`src/rtl/simpledecim_pkg.sv`:
```
// Shared helpers for the fractional-rate decimator and its phase accumulator.
package simpledecim_pkg;

    // Largest sample count that fits an lg-bit counter without reaching zero again.
    function automatic int max_count(input int lg);
        return (1 << lg) - 1;
    endfunction

endpackage

```
`src/rtl/simpledecim_phase_acc.sv`:
```
// Phase accumulator: advances by i_step on every i_ce.
// o_wrap is the combinational carry of the pending add, so the caller can
// act on the wrap in the same cycle as the sample that causes it.
module simpledecim_phase_acc #(
    parameter int CTRBITS = 32
) (
    input  logic               i_clk,
    input  logic               i_reset,
    input  logic               i_ce,
    input  logic [CTRBITS-1:0] i_step,
    output logic               o_wrap,
    output logic [CTRBITS-1:0] o_counter
);

    logic [CTRBITS-1:0] counter_q;
    logic [CTRBITS-1:0] counter_d;

    // Carry out of the phase add is the wrap indication.
    always_comb begin
        {o_wrap, counter_d} = {1'b0, counter_q} + {1'b0, i_step};
    end

    // Phase register advances only on a sample strobe.
    always_ff @(posedge i_clk) begin
        if (i_reset) begin
            counter_q <= '0;
        end else if (i_ce) begin
            counter_q <= counter_d;
        end
    end

    assign o_counter = counter_q;

endmodule

```
`src/rtl/simpledecim.sv`:
```
// Fractional-rate integrate-and-dump decimator.
// Samples are summed until the phase accumulator wraps (or the sample count
// hits its ceiling); each dump emits the sum and how many samples it holds.
module simpledecim
    import simpledecim_pkg::*;
#(
    parameter int INW     = 16,
    parameter int CTRBITS = 32,
    parameter int LGCNT   = 4
) (
    input  logic                          i_clk,
    input  logic                          i_reset,
    input  logic                          i_ce,
    input  logic signed [INW-1:0]         i_data,
    input  logic        [CTRBITS-1:0]     i_step,
    output logic                          o_ce,
    output logic signed [INW+LGCNT-1:0]   o_data,
    output logic        [LGCNT-1:0]       o_count
);

    localparam int OW      = INW + LGCNT;
    localparam int MAX_CNT = max_count(LGCNT);

    logic                 wrap;
    logic [CTRBITS-1:0]   phase_unused;
    logic signed [OW-1:0] sum_q;
    logic [LGCNT-1:0]     cnt_q;
    logic signed [OW-1:0] sum_d;
    logic [LGCNT-1:0]     cnt_d;
    logic                 force_dump;
    logic                 dump;

    simpledecim_phase_acc #(
        .CTRBITS (CTRBITS)
    ) u_phase_acc (
        .i_clk     (i_clk),
        .i_reset   (i_reset),
        .i_ce      (i_ce),
        .i_step    (i_step),
        .o_wrap    (wrap),
        .o_counter (phase_unused)
    );

    // Running sum including the current sample; the forced dump fires on the
    // sample that brings the count to its maximum so it never overflows.
    always_comb begin
        sum_d      = sum_q + {{LGCNT{i_data[INW-1]}}, i_data};
        cnt_d      = cnt_q + LGCNT'(1);
        force_dump = (cnt_q == LGCNT'(MAX_CNT - 1));
        dump       = wrap || force_dump;
    end

    // Integrate on each sample; dump on wrap or full count.
    always_ff @(posedge i_clk) begin
        if (i_reset) begin
            sum_q   <= '0;
            cnt_q   <= '0;
            o_ce    <= 1'b0;
            o_data  <= '0;
            o_count <= '0;
        end else if (i_ce) begin
            if (dump) begin
                o_data  <= sum_d;
                o_count <= cnt_d;
                o_ce    <= 1'b1;
                sum_q   <= '0;
                cnt_q   <= '0;
            end else begin
                sum_q   <= sum_d;
                cnt_q   <= cnt_d;
                o_ce    <= 1'b0;
            end
        end else begin
            o_ce <= 1'b0;
        end
    end

endmodule

```
`config.mk`:
```
export PLATFORM = sky130hd
export DESIGN_NAME = simpledecim
export DESIGN_NICKNAME = d
export VERILOG_FILES = /design/src/rtl/simpledecim_pkg.sv /design/src/rtl/simpledecim_phase_acc.sv /design/src/rtl/simpledecim.sv
export SDC_FILE = /design/constraint.sdc
export NUM_CORES = 1
export LEC_CHECK = 0
export CAP_MARGIN = 15
export CORE_ASPECT_RATIO = 0.7
export CORE_MARGIN = 1
export CORE_UTILIZATION = 40
export CTS_CLUSTER_DIAMETER = 30
export DETAILED_ROUTE_END_ITERATION = 8
export GPL_TIMING_DRIVEN = 0
export PLACE_DENSITY = 0.73
export SYNTH_ARGS = -nofsm -noshare
export SYNTH_HDL_FRONTEND = slang
export SYNTH_SLANG_ARGS = --single-unit
```
`constraint.sdc`:
```
create_clock -name i_clk -period 3.6 [get_ports i_clk]
set_input_delay 0.9 -clock i_clk [delete_from_list [all_inputs] [get_ports i_clk]]
set_output_delay 0.9 -clock i_clk [all_outputs]
set_load 0.02 [all_outputs]
```
==> flow_summary.yaml <==
outcome:
  status: "completed"
floorplanning:
  initial_core_util_pct: 41.9
  row_count: 34
  dieArea_um2: 13800
  die_h_um: 98.4
  die_x_um: 140
  ios: 76
  core-area_um2: 12700
power_and_ir_drop:
  finalPower_uw: 3570
  p_switching_uw: 1240
  seq_power_share_pct: 30.9
  leakagePower_uw: 0.00294
  power.internal_uw: 2330
  clockPowerShare_pct: 28.8
  ir_drop_uv: 273
  swShare_pct: 34.7
  combPwrFrac_pct: 40.4
  power_density_nw_per_um2: 523
job:
  maxCapViolCount: 0
hold_path:
  hp-start: "o_data[9]$_SDFFE_PP0P_"
  min_to: "o_data[9]$_SDFFE_PP0P_"
  min_path_type: "flop to flop"
  hold_depth: 2
final_layout:
  fin_nets: 833
  final_util_pct: 53.9
  area_growth_pct: 28.5
  final_cells: 894
  nFillCells: 1131
  antenna_cells: 0
  drive_above_1_share_pct: 8.61
sta:
  setup-violations-final: 0
  fin_skew_ns: 0.00697
  hold_violations: 0
  fin_crit_ns: 3.52
  worstMarginPinSlew_ns: 0.847
  drv_slew: 0
  hold-worst-slack_ns: 0.457
  fmax_mhz: 284
  rsz0062_at_grt: "yes"
  period_share_pct: 97.9
  relSlewSlack_pct: 43.3
synth:
  synth_nets: 737
  syn_avg_cell_area_um2: 8.42
  ys_ff_latch: 81
  synth_ff_type: "dfxtp_1"
  netlist_instances: 631
  ys_async_sr_fraction_pct: 0
  synth_warnings: 0
  ys_seq_area_share_pct: 30.5
  synth_edf_count: 0
  synth_area_um2: 5320
  synthDistinctLibCells: 60
clock_tree:
  cts_tree: "yes"
  clkSinkCount: 81
  h-tree-depth: 3
  cts_hold_buf: 0
  cts_inserted_buffers: 9
  clock_latency_ns: 0.35
  root_buffer: "clkbuf_16"
  cts_buffer_depth: 2
  path_clk_slew_ns: 0.06
worst_setup_path:
  max_stage_delay_ns: 0.44
  crit_chain: "clkdlybuf4s50_1 > ha_1 > fa_1 > a211oi_1 > nor2_1 > o31ai_2 > a21oi_2 > a41o_1 > a221oi_2 > xnor2_1 > nand2_1 > a21oi_1"
  crit_type: "primary input to flop"
  cp.required_ns: 3.87
  crit_buf_inv: 1
  rr_worst_depth: 11
  slowest_stage: "fa_1"
  cp-end-kind: "flop"
  cp_max_fo: 4
  cp.arrival_ns: 3.80
  rrSetupSlack_ns: 0.66
  crit_family: "compound AO/OA/AOI/OAI gates"
  crit-reg2reg-launch: "u_phase_acc.o_counter[0]$_SDFFE_PP0P_"
  r2r-end: "u_phase_acc.o_counter[26]$_SDFFE_PP0P_"
  worstSetupStartpointType: "primary input"
route:
  wl_met2_mm: 6.50
  top_layer: "met4"
  postRouteWirelength_mm: 14.6
  wl_met1_mm: 7.11
  ant_nets: 0
  dr.pass1.iters: 5
  vias_per_cell: 5.66
  wl_met3_um: 762
  num_vias: 5056
  drtIter0Drc: 325
  drc: 0
  routedWlPerCell_um: 16.4
global_routing:
  gr-total-overflow: 0
  antenna_found_initial: 0
  grt_pass1_wl_mm: 22.8
  grt_use_total_pct: 20.7
  grt_pass1_vias: 4752
  grt_max_degree: 14
place:
  placedCellCount: 867
  routabilityCongestion: 0.866
  dp_hpwl_mm: 10.6
  numPortBuffers: 74
kinds of logic (layout without fill, tap and decap cells):
kind of cell / Yosys count / in the layout / synth area share, %
AO/OA/AOI/OAI: 206 / 206 / 25.7
AND/OR/NAND/NOR: 192 / 193 / 17.2
flip-flops: 81 / 81 / 30.5
adder cells (fa/ha/maj): 55 / 55 / 13.2
XOR/XNOR: 44 / 44 / 7.25
buffers and inverters: 37 / 137 / 3.11
multiplexers: 16 / 16 / 3.01
flip-flops by register name, summed over array words and instances, names as in the netlist:
name,count
cnt_q,4
o_ce,1
o_count,4
o_data,20
sum_q,20
u_phase_acc.o_counter,32
synth_stat cells (4+ instances only):
cell type / number / area, um2
nand3_1: 28 / 140
dfxtp_1: 81 / 1620
nor2_1: 43 / 161
a31oi_1: 7 / 43.8
a22o_1: 17 / 149
xnor2_1: 27 / 236
xor2_1: 17 / 149
clkbuf_1: 16 / 60.1
ha_1: 53 / 663
a21oi_1: 80 / 400
inv_1: 11 / 41.3
o21ai_0: 21 / 105
and2_1: 6 / 37.5
mux2i_1: 16 / 160
o211ai_1: 4 / 30.0
and3_1: 7 / 43.8
o21a_1: 6 / 45.0
nand2_1: 61 / 229
a211oi_1: 10 / 75.1
o21bai_1: 8 / 60.1
nor2b_1: 4 / 25.0
nor3_1: 8 / 40.0
a21o_1: 25 / 188
nand2b_1: 18 / 113
placed cells by master, fill, tap and decap left out, types with 16 or more instances in the layout:
| master | n |
|---|---|
| o21ai_0 | 20 |
| mux2i_1 | 16 |
| clkbuf_1 | 17 |
| a21o_1 | 25 |
| nand3_1 | 28 |
| a22o_1 | 17 |
| nor2_1 | 43 |
| xor2_1 | 17 |
| ha_1 | 52 |
| nand2b_1 | 18 |
| xnor2_1 | 27 |
| clkdlybuf4s50_1 | 72 |
| a21oi_1 | 73 |
| nand2_1 | 60 |
| dfxtp_1 | 81 |
what timing repair did:
action / CTS / global route
gates cloned: 0 / 3
setup buffers: 3 / 6
pin swaps: 3 / 13
setup endpoints to repair: 47 / 45
resized for setup: 4 / 29
metrics by stage:
step | worst slack (ns) | cell area, um2 | TNS [ns]
after detailed placement | -0.589 | 6260 | -26.47
after global placement | -0.540 | 6260 | -24.50
after global routing | -0.0619 | 6830 | -0.124
final | 0.0750 | 6830 | 0
after CTS | 0.00405 | 6630 | 0
after floorplan | 0.173 | 5320 | 0
worst min-delay path, stage by stage, from the launching register on:
cell and delay (ns):
dfxtp_1 0.31, nand2_1 0.05, a21oi_1 0.05
power groups by stage:
stage                     sequential [uW]  combinational [uW]  clock [uW]
after floorplan                      1130                 958           0
after global placement               1110                1270           0
after detailed placement             1120                1320           0
after CTS                            1100                1340        1040
after global routing                 1120                1580        1080
final                                1100                1440        1030
how the worst max path moves through the flow:
stage | start | endpoint | slack [ns] | depth (start not counted)
3_5_place_dp | i_step[0] | u_phase_acc.o_counter[26]$_SDFFE_PP0P_ | -0.59 | 12
2_1_floorplan | i_step[0] | o_data[1]$_SDFFE_PP0P_ | 0.17 | 13
5_1_grt | i_data[0] | o_data[12]$_SDFFE_PP0P_ | -0.06 | 12
4_1_cts | i_step[0] | u_phase_acc.o_counter[18]$_SDFFE_PP0P_ | 0.004 | 13
6_report | i_data[0] | o_data[18]$_SDFFE_PP0P_ | 0.08 | 12
3_3_place_gp | i_step[0] | u_phase_acc.o_counter[26]$_SDFFE_PP0P_ | -0.54 | 12
cell type report:
class                   count  area [um2]  share of cell area [%]
plain buffers              25         135                    1.98
clock buffers              12         256                    3.76
clock inverters             4        75.1                    1.10
inverters                  11        41.3                   0.605
multi-input cells         514        3630                    53.2
flip-flops and latches     81        1620                    23.7
well taps                 162         203                    2.97
repair buffers             85         863                    12.6
routing by layer:
layer  vias to the layer above  global-route usage (%)
met5                         -                       0
met4                         0                    6.76
met3                        22                    4.71
met2                       139                    32.7
met1                      2388                    28.1
li1                       2507                       -
Note: power is estimated with default switching activity, not from simulation.
